<file path="config.mk">
export PLATFORM = sky130hd
export DESIGN_NAME = product_bcd_conv_flat
export DESIGN_NICKNAME = d
export VERILOG_FILES = /design/src/rtl/product_bcd_conv_if.sv /design/src/rtl/product_bcd_conv.sv /design/src/flat_wrapper.sv
export SDC_FILE = /design/constraint.sdc
export NUM_CORES = 1
export LEC_CHECK = 0
export BUFFER_PORTS_ARGS = -buffer_cell sky130_fd_sc_hd__buf_2
export CAP_MARGIN = 20
export CORE_UTILIZATION = 40
export DETAILED_ROUTE_END_ITERATION = 8
export GPL_TIMING_DRIVEN = 0
export PLACE_DENSITY_LB_ADDON = 0.05
export SLEW_MARGIN = 20
export SYNTH_ARGS = -nofsm -noshare
export SYNTH_HDL_FRONTEND = slang
export SYNTH_SLANG_ARGS = --single-unit
</file>
<file path="constraint.sdc">
create_clock -name CLK -period 3.8 [get_ports CLK]
set_input_delay 0.76 -clock CLK [delete_from_list [all_inputs] [get_ports CLK]]
set_output_delay 0.76 -clock CLK [all_outputs]
set_load 0.005 [all_outputs]
</file>
<file path="src/rtl/product_bcd_conv_if.sv">
// Product / BCD handshake bundle between the multiplier, the BCD converter and the display path.
// master = producer side (multiplier), slave = converter side.
interface product_bcd_conv_if #(
    parameter int unsigned WIDTH  = 16,
    parameter int unsigned DIGITS = 5
);
    logic [WIDTH-1:0]    Product;
    logic                Product_Valid;
    logic [4*DIGITS-1:0] BCD;
    logic                BCD_Valid;
    logic                Busy;
    logic                Overrun;

    modport master (
        output Product,
        output Product_Valid,
        input  BCD,
        input  BCD_Valid,
        input  Busy,
        input  Overrun
    );

    modport slave (
        input  Product,
        input  Product_Valid,
        output BCD,
        output BCD_Valid,
        output Busy,
        output Overrun
    );
endinterface

</file>
<file path="src/rtl/product_bcd_conv.sv">
// Sequential double-dabble converter: one shift-add-3 iteration per clock, WIDTH iterations per product.
// BCD only changes on completion; BCD_Valid pulses for one cycle alongside it.
module product_bcd_conv #(
    parameter int unsigned WIDTH  = 16,
    parameter int unsigned DIGITS = 5
) (
    input  logic              CLK,
    input  logic              RST,
    product_bcd_conv_if.slave bus
);

    localparam int unsigned BCD_W = 4 * DIGITS;
    localparam int unsigned CNT_W = (WIDTH > 1) ? $clog2(WIDTH) : 1;
    localparam logic [CNT_W-1:0] LAST_ITER = CNT_W'(WIDTH - 1);

    typedef enum logic {
        IDLE,
        SHIFT
    } state_t;

    state_t             state_q, state_d;
    logic [WIDTH-1:0]   bin_q, bin_d;
    logic [BCD_W-1:0]   work_q, work_d;
    logic [CNT_W-1:0]   cnt_q, cnt_d;
    logic [BCD_W-1:0]   bcd_q, bcd_d;
    logic               bcd_valid_q, bcd_valid_d;
    logic               overrun_q, overrun_d;

    logic [BCD_W-1:0]   work_adj;
    logic [BCD_W-1:0]   work_shift;
    logic [WIDTH-1:0]   bin_shift;

    // Digits are <=9 after correction, so +3 never carries into the next digit.
    function automatic logic [BCD_W-1:0] add3_digits(input logic [BCD_W-1:0] w);
        logic [BCD_W-1:0] r;
        r = w;
        for (int unsigned d = 0; d < DIGITS; d++) begin
            if (w[4*d +: 4] >= 4'd5)
                r[4*d +: 4] = w[4*d +: 4] + 4'd3;
        end
        return r;
    endfunction

    always_comb begin
        work_adj = add3_digits(work_q);
        {work_shift, bin_shift} = {work_adj, bin_q} << 1;
    end

    always_comb begin
        state_d     = state_q;
        bin_d       = bin_q;
        work_d      = work_q;
        cnt_d       = cnt_q;
        bcd_d       = bcd_q;
        bcd_valid_d = 1'b0;
        overrun_d   = overrun_q;

        unique case (state_q)
            IDLE: begin
                if (bus.Product_Valid) begin
                    state_d = SHIFT;
                    bin_d   = bus.Product;
                    work_d  = '0;
                    cnt_d   = '0;
                end
            end

            SHIFT: begin
                work_d = work_shift;
                bin_d  = bin_shift;
                cnt_d  = cnt_q + CNT_W'(1);
                if (cnt_q == LAST_ITER) begin
                    bcd_d       = work_shift;
                    bcd_valid_d = 1'b1;
                    // A product arriving on the final edge starts the next conversion back-to-back.
                    if (bus.Product_Valid) begin
                        bin_d  = bus.Product;
                        work_d = '0;
                        cnt_d  = '0;
                    end else begin
                        state_d = IDLE;
                    end
                end else if (bus.Product_Valid) begin
                    overrun_d = 1'b1;
                end
            end

            default: state_d = IDLE;
        endcase
    end

    always_ff @(posedge CLK) begin
        if (!RST) begin
            state_q     <= IDLE;
            bin_q       <= '0;
            work_q      <= '0;
            cnt_q       <= '0;
            bcd_q       <= '0;
            bcd_valid_q <= 1'b0;
            overrun_q   <= 1'b0;
        end else begin
            state_q     <= state_d;
            bin_q       <= bin_d;
            work_q      <= work_d;
            cnt_q       <= cnt_d;
            bcd_q       <= bcd_d;
            bcd_valid_q <= bcd_valid_d;
            overrun_q   <= overrun_d;
        end
    end

    assign bus.BCD       = bcd_q;
    assign bus.BCD_Valid = bcd_valid_q;
    assign bus.Busy      = (state_q == SHIFT);
    assign bus.Overrun   = overrun_q;

endmodule
</file>
<file path="src/flat_wrapper.sv">
// flat-port wrapper written by rule: the top's interface ports become plain ports
module product_bcd_conv_flat 
#(
    parameter int unsigned WIDTH  = 16,
    parameter int unsigned DIGITS = 5
)
  (CLK, RST, bus_Product, bus_Product_Valid, bus_BCD, bus_BCD_Valid, bus_Busy, bus_Overrun);
  product_bcd_conv_if #(.WIDTH(WIDTH), .DIGITS(DIGITS)) bus_i ();
  input  logic CLK;
  input  logic RST;
  input wire logic [$bits(bus_i.Product)-1:0] bus_Product;
  input wire logic [$bits(bus_i.Product_Valid)-1:0] bus_Product_Valid;
  output wire logic [$bits(bus_i.BCD)-1:0] bus_BCD;
  output wire logic [$bits(bus_i.BCD_Valid)-1:0] bus_BCD_Valid;
  output wire logic [$bits(bus_i.Busy)-1:0] bus_Busy;
  output wire logic [$bits(bus_i.Overrun)-1:0] bus_Overrun;
  assign bus_i.Product = bus_Product;
  assign bus_i.Product_Valid = bus_Product_Valid;
  assign bus_BCD = bus_i.BCD;
  assign bus_BCD_Valid = bus_i.BCD_Valid;
  assign bus_Busy = bus_i.Busy;
  assign bus_Overrun = bus_i.Overrun;
  product_bcd_conv #(.WIDTH(WIDTH), .DIGITS(DIGITS)) u_core (.CLK(CLK), .RST(RST), .bus(bus_i));
endmodule
</file>
==> results.txt, run 1 <==
----------------------------------------------------
[STA]
  Achievable Freq ... 590 MHz
  Setup-violating endpoint count in the final report ... 0
  Relative slew margins ... 0.642
  Transition time at the pin with the least slew margin ... 0.534 ns
  RSZ-0062 raised after global routing ... no
  Period Utilization, post-route ... 0.446
  Final worst path period need ... 1.70 ns
  Final hold violations ... 0
  Aggregate negative setup slack ... 0 ns
  Skew final ... ~0.0053 ns
  Count of final max-slew check failures ... 0

[Logic synthesis]
  Cell taking the most area after synthesis ... dfxtp_1
  Fraction of synthesized cell area taken by the top area cell type ... 0.462
  Area contributors post-synth ... dfxtp_1 (46%), a21oi_1 (8.4%), o21ai_0 (7.3%)
  Syn Area/Cell ... between 8 and 9 sq um
  Post-Syn Instances ... around 320
  Yosys warning total ... 0
  Number of flip-flops and latches in the synthesized netlist ... between 60 and 70
  Count of distinct cell types in the synthesized netlist ... 31
  Portion of the post-synthesis area used by sequential elements ... 0.462
  Area of the mapped netlist ... 2730 sq um
  Syn Nets ... around 350

[Place]
  Placer congestion estimate ... 0.762
  Area of placed instances ... slightly above 3000 sq um
  Input/output buffers ... just over 40
  Post-detailed-placement half-perimeter wirelength ... approximately 4200 um

[CTS]
  Root cell of the clock tree ... clkbuf_8
  Maximum clock insertion buffer count ... 2
  Post-cts sizing count ... 0
  CTS tree ... yes
  Worst skew pair latency ... around 0.33 ns
  Clock buffers created by TritonCTS ... 9
  Number of clock sinks ... 63
  H-tree depth ... 3
  Setup bufs post-CTS ... 0
  Clock slew seen by the registers of the worst setup and hold paths ... approximately 0.07 ns
  Cts-stage hold buffer count ... 0

[GRT]
  Pin count of the biggest net entering global routing ... 12
  Global-route congestion overflow total ... 0
  GR Util met2 ... 0.299
  Met3 Use GR ... 0.0580
  Antenna violations before repair ... 0
  Number of global-route vias before repair ... approximately 2200
  All-Layer GR Usage ... 0.188
  Most used routing layer in global routing ... met2
  Wire length of the first global-routing pass ... 10500 um
  GR Util met1 ... 0.248

[Floorplanning]
  Horizontal die dimension ... around 85 um
  Die extent in y ... between 80 and 90 um
  Placement row count ... 29
  Ports ... 42
  Initial standard-cell utilization of the core ... 0.423
  Overall die area ... 7160 sq um
  CORE AREA ... about 6500 sq um

[Drt]
  Via count of the routed design ... 2345
  Vias per inst ... between 5 and 6
  First-iteration detailed-routing DRC count ... between 60 and 70
  Per-cell routed wire length ... roughly 14 um
  Detailed-routing iteration count for the pre-antenna-repair pass ... 8
  DRT Wirelength ... a little over 6000 um
  DRC errors left ... 0
  Antenna Violating Nets Remaining ... 0

[Layout]
  Utilization after layout ... 0.500
  Net count reported at finish ... about 400
  Count of inserted antenna diode cells ... 0
  Finished Cell Area ... roughly 3200 sq um
  Number of inserted filler cells in the final layout ... 660
  Fraction of final layout cells sized beyond drive strength 1 ... 0.216
  Signed area change from the synthesized netlist to the final layout ... 18.3%

[Worst setup path]
  CP max-delay cell ... o21ai_1
  Crit-path max FO ... 5
  Worst Setup End Kind ... register
  Type of the worst setup path ... register to register
  Cell class contributing the biggest share of worst-path delay ... compound AO/OA/AOI/OAI gates
  CP cell instances ... ha_1 > nand3_1 > and2_1 > o21ai_1 > o22ai_1
  Launch point of the worst path ... u_core.cnt_q[0]
  Critical Path Max Stage Delay ... about 0.44 ns
  Buffers & Inverters on Critical Path ... 0
  Worst flop-to-flop path startpoint ... u_core.cnt_q[0]
  Required time of the critical path ... around 4 ns
  CP startpoint kind ... register
  Critical path data arrival time ... 1.89 ns

[Outcome]
  Status ... finished clean

[Flow run]
  Max capacitance violation total ... 0

[Pwr]
  Leakage Power ... 1.28 nW
  Pwr/cell area ... approximately 420 nW/um^2
  Worst-case vdd ir drop ... 0.236 mV

[Hold path]
  Class of the tightest hold or removal check ... register to register
  Hold Path Origin ... u_core.work_q[17]

----------------------------------------------------
## synthesized netlist by cell type
master	count
dfxtp_1	63
a21oi_1	46
nor2_2	1
nor3b_1	4
nand2b_1	6
mux2i_1	2
clkbuf_2	1
a311oi_1	6
o21ai_1	4
ha_1	11
buf_2	4
o21a_1	1
inv_1	14
a22oi_1	3
nor2_1	12
and2_1	2
buf_4	4
nor2_4	1
buf_6	3
nand3_1	2
clkbuf_1	5
o22ai_1	15
or3b_2	5
mux2_2	5
clkbuf_4	1
nand2_1	53
nand4_1	1
or2_1	1
xor2_1	1
o21ai_0	40
xnor2_1	5
## sequential cells by signal (all words and copies together), names as in the netlist
signal and count:
u_core.bus.BCD 20, u_core.work_q 20, u_core.bin_q 16, u_core.cnt_q 4, u_core.bus.BCD_Valid 1, u_core.bus.Busy 1, u_core.bus.Overrun 1
## worst reg2reg max path: stages (launching register included)
cell     delay, ns
dfxtp_1       0.38
ha_1          0.22
nand3_1       0.13
and2_1        0.21
o21ai_1       0.44
o22ai_1       0.18
## worst paths after layout
check | end | slack [ns] | cells after the start
max | u_core.work_q[3] | 2.10 | 5
min | u_core.work_q[17] | 0.47 | 2
max reg2reg | u_core.work_q[3] | 2.10 | 5
min reg2reg | u_core.work_q[17] | 0.47 | 2
## cells in the final DEF (no fill, tap or decap), types with 4 or more instances in the layout
cell      instances
clkbuf_1          5
nand2b_1          6
buf_4             4
buf_2            45
mux2_2            5
dfxtp_1          63
nor2_1           12
a311oi_1          6
ha_1             11
o21ai_1           4
clkbuf_8         10
o22ai_1          15
a21oi_1          46
nand2_1          53
inv_1            14
o21ai_0          40
nor3b_1           4
or3b_2            5
xnor2_1           5
## metrics by stage
step / setup WS [ns] / total power [mW] / hold WS (ns) / instances
global placement: 1.88 / 0.797 / 0.440 / 440
finish: 2.10 / 1.37 / 0.468 / 456
CTS: 2.08 / 1.38 / 0.472 / 456
detailed placement: 1.87 / 0.797 / 0.452 / 440
floorplan: 2.20 / 0.763 / 0.424 / 322
global route: 1.93 / 1.43 / 0.496 / 456
## kinds of logic after synthesis
kind of cell | count (synthesis) | synth area share
multiplexers | 7 | 0.0280
adder cells (fa/ha/maj) | 11 | 0.0504
flip-flops | 63 | 0.462
AND/OR/NAND/NOR | 88 | 0.149
buffers and inverters | 32 | 0.0614
AO/OA/AOI/OAI | 115 | 0.230
XOR/XNOR | 6 | 0.0192
## power by group
part | internal, mW | total (mW) | switching (mW) | leakage [nW]
clock | 0.317 | 0.585 | 0.268 | 0.0981
combinational | 0.0368 | 0.0944 | 0.0576 | 0.673
sequential | 0.677 | 0.687 | 0.00948 | 0.512
total | 1.03 | 1.37 | 0.335 | 1.28
## routing by layer
layer  wire length [um]  part of all wire
met5                  0                 0
met1               3160              0.51
met3                235             0.038
met4                 59            0.0095
met2               2740              0.44
## area by class of cell
| type | count | area [sq um] | share of cell area |
|---|---|---|---|
| inverters | 14 | 52.6 | 0.0163 |
| plain buffers | 18 | 115 | 0.0356 |
| clock inverters | 6 | 60.1 | 0.0186 |
| multi-input cells | 227 | 1300 | 0.403 |
| well taps | 77 | 96.3 | 0.0298 |
| flip-flops and latches | 63 | 1260 | 0.391 |
| repair buffers | 41 | 205 | 0.0635 |
| clock buffers | 10 | 138 | 0.0426 |
(Power assumes the default switching activity.)
==> inputs of run 2 (changes only) <==
Settings changed: ABC_AREA set to 1.
Clock period 3.8 ns to 1.4 ns, I/O delays scaled along.
==> run 2 against run 1 <==
  * Worst hold slack worse by 0.26 ns
  * Via count is 25% higher
  * Clock skew is 0.0056 ns higher
  * Routed wire length is 20% higher
  * Critical path type unchanged
  * Sequential share of layout area is 4.8 points lower
  * Highest routed layer unchanged
  * Sequential cell count stayed put
  * Area after synthesis is 13% higher
  * Register-to-register slack worse by 2.1 ns
  * Sequential power grew to 2.7 times the previous value
  * Clock power is 140% higher
  * Final cell count is 35% higher
  * Clock-buffer cell count is 3 higher
==> results.txt, run 2 <==
----------------------------------------------------
[Worst setup path]
  Worst flop-to-flop path startpoint ... u_core.cnt_q[1]
  Logic depth of the worst register-to-register path ... 7 (+2)
  Type of the worst setup path ... register to register
  Worst reg2reg setup slack ... 0.004 ns (-2.10 ns)
  Worst Setup End Kind ... register
  CP startpoint kind ... register
  Crit-path max FO ... 7 (+2)
  R2r endpoint ... u_core.bus.BCD[3]
  Required time of the critical path ... 1.62 ns (-2.38 ns)
  Critical path data arrival time ... 1.62 ns (-0.27 ns)

[Pwr]
  Worst-case vdd ir drop ... 0.598 mV (+150%)
  Pwr/cell area ... 973 nW/um^2 (+130%)
  PnR Total Power ... 3.64 mW (+170%)
  Leakage Power ... 1.77 nW (+38%)

[STA]
  Final hold violations ... 0 (unchanged)
  Relative slew margins ... 0.650 (+0.00873)
  Period Utilization, post-route ... 0.997 (+0.551)
  Setup-violating endpoint count in the final report ... 0 (unchanged)
  Skew final ... 0.0109 ns (+0.00562 ns)
  Achievable Freq ... 717 MHz (+22%)
  RSZ-0062 raised after global routing ... yes
  Setup ws final ... 0.00433 ns (-2.10 ns)
  Transition time at the pin with the least slew margin ... 0.525 ns (-0.00950 ns)
  Count of final max-slew check failures ... 0 (unchanged)
  Final worst path period need ... 1.40 ns (-0.300 ns)
  Aggregate negative setup slack ... 0 ns (unchanged)

[CTS]
  Cts-stage hold buffer count ... 0 (unchanged)
  Number of clock sinks ... 63 (unchanged)
  Root cell of the clock tree ... clkbuf_8
  Maximum clock insertion buffer count ... 2 (unchanged)
  Clock slew seen by the registers of the worst setup and hold paths ... 0.07 ns (about the same)
  Clock buffers created by TritonCTS ... 9 (unchanged)
  CTS tree ... yes
  H-tree depth ... 3 (unchanged)
  Worst skew pair latency ... 0.34 ns (about the same)

[Layout]
  Number of non-filler instances in the completed layout ... 614 (+35%)
  Leading cell types in the layout, fill and taps excluded ... nand2_1 (103), nor2_1 (64), dfxtp_1 (52)
  Most common cell after layout, fill and taps aside ... nand2_1
  Count of inserted antenna diode cells ... 0 (unchanged)
  Signed area change from the synthesized netlist to the final layout ... 21.5%
  FF+latch area ... 1280 sq um (+1.5%)
  Fraction of final layout cells sized beyond drive strength 1 ... 0.200 (-0.0164)
  Number of inserted filler cells in the final layout ... 754 (+14%)
  Area used by multi-input combinational logic ... 1560 sq um (+20%)
  Net count reported at finish ... 540 (+34%)

[Hold path]
  Hold Path Origin ... bus_Product[0]
  Destination of the worst hold path ... u_core.bin_q[0]
  Hold Path Cell Cnt ... 3 (+1)
  Class of the tightest hold or removal check ... input pin to register

[Place]
  Number of placed instances with taps included ... 591 (+34%)
  Post-detailed-placement half-perimeter wirelength ... 5000 um (+18%)
  Placer congestion estimate ... 0.814 (+6.8%)
  Input/output buffers ... 40 (-2.4%)
  Worst slack after detailed placement ... -0.292 ns (-2.16 ns)

[Floorplanning]
  CORE AREA ... 7330 sq um (+14%)
  Ports ... 42 (unchanged)
  Initial standard-cell utilization of the core ... 0.419 (-0.00335)
  Placement row count ... 31 (+6.9%)
  Overall die area ... 8040 sq um (+12%)
  Horizontal die dimension ... 89.7 um (+6.0%)
  Die extent in y ... 89.7 um (+6.0%)

[GRT]
  Global-route congestion overflow total ... 0 (unchanged)
  All-Layer GR Usage ... 0.201 (+0.0132)
  Wire length of the first global-routing pass ... 12000 um (+15%)
  Pin count of the biggest net entering global routing ... 11 (-1)
  Number of global-route vias before repair ... 2547 (+17%)
  Antenna violations before repair ... 0 (unchanged)

[Drt]
  Detailed-routing iteration count for the pre-antenna-repair pass ... 4 (-4)
  DRC errors left ... 0 (unchanged)
  Via count of the routed design ... 2938 (+25%)
  Antenna Violating Nets Remaining ... 0 (unchanged)
  First-iteration detailed-routing DRC count ... 95 (+48%)
  Vias per inst ... 4.79 (-7.0%)
  Per-cell routed wire length ... 12.1 um (-11%)
  DRT Wirelength ... 7430 um (+20%)

[Logic synthesis]
  Primary FF master, synth ... dfxtp_1
  Leading post-synthesis cells by instance count ... nand2_1 (108), nor2_1 (67), dfxtp_1 (63)
  Portion of the post-synthesis area used by sequential elements ... 0.410 (-0.0517)
  Combinational family with the most area after synthesis ... simple AND/OR/NAND/NOR gates
  Yosys warning total ... 0 (unchanged)
  Number of flip-flops and latches in the synthesized netlist ... 63 (unchanged)
  Simple-gate area share of the yosys netlist ... 0.279 (+0.130)
  Adder-cell share of the synthesized area ... 0.0448 (-0.00564)
  Complex-gate fraction of the synthesized area ... 0.163 (-0.0664)
  Area of the mapped netlist ... 3070 sq um (+13%)
  Syn Nets ... 482 (+37%)
  Most common cell in the synthesized netlist ... nand2_1
  Count of distinct cell types in the synthesized netlist ... 24 (-23%)
  Cell taking the most area after synthesis ... dfxtp_1
  Post-Syn Instances ... 452 (+40%)
  Number of enable flip-flop cells after synthesis ... 0 (unchanged)
  Syn Area/Cell ... 6.80 sq um (-20%)
  Mux cell area share after synthesis ... 0 (-0.0280)
  Area contributors post-synth ... dfxtp_1 (41%), nand2_1 (13%), nor2_1 (8.2%)
  XOR/XNOR share of the synthesized area ... 0.00285 (-0.0164)
  Fraction of synthesized cell area taken by the top area cell type ... 0.410 (-0.0517)
  Fraction of registers with async set or reset after synthesis ... 0 (unchanged)

[Flow run]
  Max capacitance violation total ... 0 (unchanged)

[Outcome]
  Status ... finished clean

----------------------------------------------------
==> run 2: cell types whose count changed in the layout (fill, tap and decap cells not counted), moves of 10 or more <==
cell and change:
nand2_1 +50, a21oi_1 -10, o22ai_1 -15, dfxtp_1 -11, nor2_1 +52, nand3_1 +19, a21o_1 +10, inv_1 +37
==> run 2: critical path: stages (launching register included) <==
cell	delay [ns]
dfxtp_2	0.36
ha_4	0.15
nand3_4	0.10
nor2_4	0.16
buf_8	0.13
clkinvlp_4	0.19
nor2_1	0.14
nor2_1	0.05
==> run 2: timing repair <==
item                       CTS  global route
setup endpoints to repair   53            58
resized for setup           13            28
pin swaps                    4             3
buffers inserted             6             1
hold endpoints to repair     0             0
gates cloned                 0             0
==> run 2: cell type report <==
class                           instances  share of cell area
Sequential cell                        63               0.343
Clock buffer                           13              0.0425
Tap cell                               99              0.0332
Clock inverter                          3             0.00469
Timing Repair Buffer                   47              0.0676
Multi-Input combinational cell        315               0.417
Inverter                               55              0.0563
Buffer                                 19              0.0365
==> run 2: metrics by stage <==
step	hold WS, ns	cell area (sq um)	util
2_1_floorplan	0.442	3070	-
3_3_place_gp	0.451	3400	0.464
3_5_place_dp	0.453	3400	0.464
4_1_cts	0.205	3670	0.500
5_1_grt	0.197	3740	0.510
6_report	0.208	3740	0.510
==> run 2: worst max path at each step <==
stage,from,slack (ns),cells past startpoint,endpoint
floorplan,u_core.cnt_q[0],0.07,7,u_core.cnt_q[0]
global placement,u_core.cnt_q[0],-0.29,7,u_core.bus.BCD[7]
detailed placement,u_core.cnt_q[0],-0.29,7,u_core.bus.BCD[7]
CTS,u_core.cnt_q[1],-0.002,7,u_core.bus.BCD[3]
global route,u_core.cnt_q[1],-0.1,7,u_core.bus.BCD[3]
finish,u_core.cnt_q[1],0.004,7,u_core.bus.BCD[3]
==> run 2: report_power, final <==
group	total [mW]	leakage [nW]	internal (mW)	switching, mW
registers	1.87	0.518	1.84	0.0326
logic	0.329	1.16	0.126	0.203
clock network	1.43	0.0894	0.735	0.698
total	3.64	1.77	2.70	0.934
==> run 2: cell families after synthesis <==
| group | Yosys count |
|---|---|
| AND/OR/NAND/NOR | 210 |
| AO/OA/AOI/OAI | 93 |
| buffers and inverters | 74 |
| flip-flops | 63 |
| adder cells (fa/ha/maj) | 11 |
| XOR/XNOR | 1 |
==> run 2: routing by layer <==
layer | track usage | vias to the layer above | part of all wire
met4 | 0.0519 | 0 | 0.012
li1 | - | 1559 | -
met1 | 0.247 | 1327 | 0.49
met5 | 0 | - | 0
met2 | 0.346 | 45 | 0.47
met3 | 0.0576 | 7 | 0.034
